## src/rtl/montre_oci_pkg.sv

```systemverilog
// Shared types and constants for the OCI debug-capture-trace (DCT) sequencer.
package montre_oci_pkg;

    localparam int unsigned FRAME_W = 10;
    localparam int unsigned FRAMES  = 3;
    localparam int unsigned BUF_W   = FRAME_W * FRAMES;
    localparam int unsigned CNT_W   = 4;
    localparam int unsigned ADDR_W  = 7;

    typedef enum logic [1:0] {
        COLLECT = 2'd0,
        WRITE   = 2'd1,
        ENDED   = 2'd2
    } dct_state_e;

endpackage

```

## src/rtl/montre_oci_dct_packer.sv

```systemverilog
// Slot-insert trace buffer: packs FRAMES frames of FRAME_W bits into one trace word.
module montre_oci_dct_packer
    import montre_oci_pkg::*;
(
    input  logic               clk,
    input  logic               reset_n,
    input  logic               clear,
    input  logic               insert,
    input  logic [FRAME_W-1:0] frame,
    output logic [BUF_W-1:0]   buffer,
    output logic [CNT_W-1:0]   count,
    output logic               fill
);

    logic [BUF_W-1:0] buffer_q, buffer_d;
    logic [CNT_W-1:0] count_q, count_d;
    logic             full;

    assign full   = (count_q == CNT_W'(FRAMES));
    // High when this insert lands in the final slot and completes the word.
    assign fill   = insert && !full && (count_q == CNT_W'(FRAMES - 1));
    assign buffer = buffer_q;
    assign count  = count_q;

    always_comb begin
        buffer_d = buffer_q;
        count_d  = count_q;
        if (clear) begin
            buffer_d = '0;
            count_d  = '0;
        end else if (insert && !full) begin
            for (int k = 0; k < FRAMES; k++) begin
                if (count_q == CNT_W'(k)) begin
                    buffer_d[k*FRAME_W +: FRAME_W] = frame;
                end
            end
            count_d = count_q + CNT_W'(1);
        end
    end

    always_ff @(posedge clk) begin
        if (!reset_n) begin
            buffer_q <= '0;
            count_q  <= '0;
        end else begin
            buffer_q <= buffer_d;
            count_q  <= count_d;
        end
    end

endmodule

```

## src/rtl/montre_nios2_qsys_0_oci_dct_ctrl.sv

```systemverilog
// DCT sequencer: collects trace frames into words, writes them to trace RAM, flushes on test end.
module montre_nios2_qsys_0_oci_dct_ctrl
    import montre_oci_pkg::*;
(
    input  logic               clk,
    input  logic               reset_n,
    input  logic [FRAME_W-1:0] frame_data,
    input  logic               frame_valid,
    output logic               frame_ready,
    input  logic               test_ending,
    output logic [BUF_W-1:0]   tw_data,
    output logic [ADDR_W-1:0]  tw_addr,
    output logic               tw_write,
    input  logic               tw_waitrequest,
    output logic               tw_last,
    output logic [BUF_W-1:0]   dct_buffer,
    output logic [CNT_W-1:0]   dct_count,
    output logic               trace_wrap,
    output logic               test_has_ended
);

    dct_state_e        state;
    logic [ADDR_W-1:0] addr_q;
    logic              wrap_q;
    logic              last_q;
    logic              end_req_q;

    logic              accept;
    logic              flush;
    logic              write_done;
    logic              fill;
    logic [CNT_W-1:0]  count;
    logic [BUF_W-1:0]  buffer;

    assign frame_ready    = (state == COLLECT);
    assign tw_write       = (state == WRITE);
    assign test_has_ended = (state == ENDED);
    assign accept         = frame_valid && frame_ready;
    // A request seen this cycle counts immediately, not only once latched.
    assign flush          = end_req_q || test_ending;
    assign write_done     = (state == WRITE) && !tw_waitrequest;

    montre_oci_dct_packer u_packer (
        .clk     (clk),
        .reset_n (reset_n),
        .clear   (write_done),
        .insert  (accept),
        .frame   (frame_data),
        .buffer  (buffer),
        .count   (count),
        .fill    (fill)
    );

    assign dct_buffer = buffer;
    assign tw_data    = buffer;
    assign dct_count  = count;
    assign tw_addr    = addr_q;
    assign tw_last    = last_q;
    assign trace_wrap = wrap_q;

    always_ff @(posedge clk) begin
        if (!reset_n) begin
            state     <= COLLECT;
            addr_q    <= '0;
            wrap_q    <= 1'b0;
            last_q    <= 1'b0;
            end_req_q <= 1'b0;
        end else begin
            unique case (state)
                COLLECT: begin
                    if (test_ending) end_req_q <= 1'b1;
                    if (fill) begin
                        state  <= WRITE;
                        last_q <= flush;
                    end else if (flush) begin
                        // Flush sees the count after this cycle's accepted frame.
                        if ((count != '0) || accept) begin
                            state  <= WRITE;
                            last_q <= 1'b1;
                        end else begin
                            state <= ENDED;
                        end
                    end
                end
                WRITE: begin
                    if (test_ending) end_req_q <= 1'b1;
                    if (!tw_waitrequest) begin
                        addr_q <= addr_q + ADDR_W'(1);
                        if (addr_q == '1) wrap_q <= 1'b1;
                        last_q <= 1'b0;
                        state  <= last_q ? ENDED : COLLECT;
                    end
                end
                ENDED: begin
                end
                default: state <= COLLECT;
            endcase
        end
    end

endmodule

```

## config.mk

```make
export PLATFORM = sky130hd
export DESIGN_NAME = montre_nios2_qsys_0_oci_dct_ctrl
export DESIGN_NICKNAME = d
export VERILOG_FILES = /design/src/rtl/montre_oci_pkg.sv /design/src/rtl/montre_oci_dct_packer.sv /design/src/rtl/montre_nios2_qsys_0_oci_dct_ctrl.sv
export SDC_FILE = /design/constraint.sdc
export NUM_CORES = 1
export LEC_CHECK = 0
export CAP_MARGIN = 20
export CORE_MARGIN = 2
export CORE_UTILIZATION = 42
export DETAILED_ROUTE_END_ITERATION = 6
export HOLD_SLACK_MARGIN = 0.15
export PLACE_DENSITY = 0.86
export SLEW_MARGIN = 5
export SYNTH_ARGS = -nofsm -noshare
export SYNTH_HDL_FRONTEND = slang
export SYNTH_SLANG_ARGS = --single-unit
```

## constraint.sdc

```tcl
create_clock -name clk -period 1.75 [get_ports clk]
set_input_delay 0.35 -clock clk [delete_from_list [all_inputs] [get_ports clk]]
set_output_delay 0.35 -clock clk [all_outputs]
set_load 0.05 [all_outputs]
```

==> flow_summary.toml <==
[yosys]
post_synth_mux_area_share = 0.103
synth_compound_area_frac = 0.0604
yosys_register_bits = 46
synth-async-reset-ratio = 0
yosysWarningCount = 0
synth.avg_cell_area_um2 = 9.35
synth_top_family_by_area = "simple AND/OR/NAND/NOR gates"
post_synthesis_instance_total = 228
synth.yosys.seq_area_share = 0.432
post_synth_fa_ha_maj_area_fraction = 0.0293
post_synth_and_or_nand_nor_area_fraction = 0.195
synth_ff_type = "sky130_fd_sc_hd__dfxtp_1"
synth_area_um2 = 2130
yosys-top-cells-area = "sky130_fd_sc_hd__dfxtp_1 (43%), sky130_fd_sc_hd__buf_4 (11%), sky130_fd_sc_hd__mux2i_1 (10%)"
netlist-cell-type-count = 37
synth.net_count = 248
number_of_synthesized_flops_with_an_enable_pin = 0
synth_largest_area_cell = "sky130_fd_sc_hd__dfxtp_1"
synth_xor_area_frac = 0.0370
post-synth-top-area-fraction = 0.432

[worst_setup_path]
timing.critical_path.fanout_max = 6
worst_setup_path_startpoint = "u_packer.count[0]$_SDFFE_PP0N_"
worst_setup_path_endpoint = "state[0]$_SDFFE_PN0P_"
path_class = "flop to flop"
timing.rr.end = "state[0]$_SDFFE_PN0P_"
worst-r2r-cell-count = 5
rr_startpoint = "u_packer.count[0]$_SDFFE_PP0N_"
critPathRequiredTime_ns = 1.94
arrival_ns = 1.84
r2r_slack_ns = 0.10
worst_setup_path_end_kind = "flop"
worstSetupStartpointType = "flop"

[floorplan]
floorplan.rows = 25
floorplan_die_area_um2 = 5660
floorplan.core_area_um2 = 4820
die_span_x_um = 75.3
die_h_um = 75.3
start_util = 0.443
ios = 91

[timing]
worstMarginPinSlew_ns = 0.330
slew_violations = 0
hold-worst-slack_ns = 0.481
hold_viol_final = 0
fin_setup_tns_ns = 0
grt_setup_unrepaired = "no"
achievable-frequency_mhz = 607
max-slew-margin-rel = 0.780
maximum_clock_skew_at_final_layout_ns = 0.00160
min_period_over_period = 0.941
min_period_ns = 1.65
setup-violations-final = 0

[grt]
grt_start_max_net_pins = 35
grtUsageTotal = 0.174
grt_overflow = 0
grt_pass1_vias = 1633
grt_pass1_wl_um = 7460
initial_antenna_violation_count = 0

[power]
total_leakage_power_nw = 1.42
clock_power_share = 0.219
switching_share = 0.391
intPower_mw = 2.14
comb_power_share = 0.425
design_power_total_mw = 3.51
power.switching_mw = 1.37
share_seq_of_total_power = 0.356
power_density_nw_per_um2 = 1190
worst_ir_drop_vdd_mv = 0.712

[final_layout]
most-common-layout-cells = "sky130_fd_sc_hd__buf_4 (91), sky130_fd_sc_hd__dfxtp_1 (43), sky130_fd_sc_hd__nor2_1 (37), sky130_fd_sc_hd__mux2i_1 (22)"
areaGrowthSynthToFinish_pct = 38.7
antenna-diode-count = 0
post_layout_nonfiller_instances = 371
post_route_cells_drive_above_1_share = 0.375
design_area_um2 = 2960
final_common_cell = "sky130_fd_sc_hd__buf_4"
finalNetCount = 323

[routing]
drt_first_iter_violations = 70
drcViolationCount = 0
post_drt_wl_per_cell_um = 12.9
routed-via-count = 1773
route.detailed.vias_per_inst = 4.78
count_of_nets_left_with_antenna_violations_after_detail_routing = 0
detailedRoute.firstPassIterationCount = 4
drt_wl_total_um = 4790

[place]
place.port_buffers = 90
place.detailed.hpwl_um = 3650
final_estimated_routing_congestion_in_global_placement = 0.780
post-place-cells = 362
placement.cell_area_um2 = 2830

[clock_network]
cts_inserted_buffers = 5
worst_skew_pair.late_latency_ns = 0.29
clock_h_tree_levels = 2
clkSinkCount = 46
cts_hold_buffers = 0
clock_edge_transition_at_the_registers_on_the_reported_setup_and_hold_paths_ns = 0.08
cts_tree = "yes"
cts-root-buf = "sky130_fd_sc_hd__clkbuf_8"
cts_max_path_buffers = 2

[hold_path]
hold_class = "flop to flop"

[job]
timing.max_cap.violations = 0

[status]
run_status = "completed"
==> through the flow <==
step	util	setup WS (ns)
final	0.614	0.104
after global routing	0.614	0.00292
after CTS	0.611	0.00838
after detailed placement	0.587	-0.173
after global placement	0.587	-0.0959
after floorplan	-	0.0718
==> power groups by stage <==
stage               sequential [mW]  combinational [mW]  clock [mW]
floorplan                      1.52               0.787           0
global placement               1.27                1.47           0
detailed placement             1.27                1.49           0
CTS                            1.25                1.50       0.786
global route                   1.26                1.59       0.823
finish                         1.25                1.49       0.767
==> per-layer routing <==
metal  track usage  wire [µm]  vias to the layer above
li1              -          -                      882
met1         0.217       2110                      831
met2         0.296       2350                       53
met3        0.0402        277                        7
met4        0.0585         61                        0
met5             0          0                        -
==> cell usage after synthesis, types with 2 or more instances <==
cell type,count
sky130_fd_sc_hd__dfxtp_1,46
sky130_fd_sc_hd__ha_1,5
sky130_fd_sc_hd__nor2_1,38
sky130_fd_sc_hd__nand2_1,14
sky130_fd_sc_hd__inv_1,4
sky130_fd_sc_hd__nand4_1,2
sky130_fd_sc_hd__a21oi_1,12
sky130_fd_sc_hd__nand4b_1,2
sky130_fd_sc_hd__xnor2_1,4
sky130_fd_sc_hd__nand3_1,12
sky130_fd_sc_hd__buf_2,9
sky130_fd_sc_hd__xor2_1,5
sky130_fd_sc_hd__buf_4,30
sky130_fd_sc_hd__mux2i_1,22
==> critical path, cell delays in order, from the launching register on <==
cell,delay (ns)
sky130_fd_sc_hd__dfxtp_2,0.36
sky130_fd_sc_hd__ha_2,0.24
sky130_fd_sc_hd__nor4b_4,0.33
sky130_fd_sc_hd__a21oi_2,0.12
sky130_fd_sc_hd__nand2b_4,0.17
sky130_fd_sc_hd__a2111oi_2,0.33
==> state kept, by name, indices dropped and copies added, names as in the netlist <==
signal / cells
end_req_q: 1
u_packer.buffer: 30
trace_wrap: 1
tw_addr: 7
state: 2
u_packer.count: 4
tw_last: 1
==> cells by family (layout without fill, tap and decap cells) <==
| family | count (synthesis) | after routing |
|---|---|---|
| AOI/OAI and AO/OA | 19 | 19 |
| xor gates and xnor gates | 9 | 9 |
| adders and majority gates | 5 | 5 |
| buffers and inverters | 46 | 122 |
| DFF | 46 | 46 |
| muxes | 22 | 22 |
| and+or+nand+nor | 81 | 81 |
==> layout make-up <==
class                   instances  area (µm²)
multi-input cells             136         921
well taps                      67        83.8
flip-flops and latches         46         925
inverters                       5        18.8
clock buffers                   7        76.3
clock inverters                 1        30.0
repair buffers                109         903
fillers                       420        1860
==> repair_timing <==
item / 4_1_cts / 5_1_grt
pin swaps: 0 / 1
buffers inserted: 0 / 1
resized for setup: 1 / 4
endpoints found under the setup margin: 1 / 3
==> how the worst min path moves through the flow <==
stage                                                 from                               end  slack, ns  cells past startpoint
final                     u_packer.buffer[24]$_SDFFE_PP0P_  u_packer.buffer[24]$_SDFFE_PP0P_       0.48                      2
after global routing      u_packer.buffer[20]$_SDFFE_PP0P_  u_packer.buffer[20]$_SDFFE_PP0P_       0.50                      2
after CTS                 u_packer.buffer[24]$_SDFFE_PP0P_  u_packer.buffer[24]$_SDFFE_PP0P_       0.48                      2
after detailed placement           trace_wrap$_SDFFE_PN0P_           trace_wrap$_SDFFE_PN0P_       0.46                      2
after global placement             trace_wrap$_SDFFE_PN0P_           trace_wrap$_SDFFE_PN0P_       0.46                      2
after floorplan                     end_req_q$_SDFFE_PN0P_            end_req_q$_SDFFE_PN0P_       0.45                      2
(Power assumes the default switching activity.)
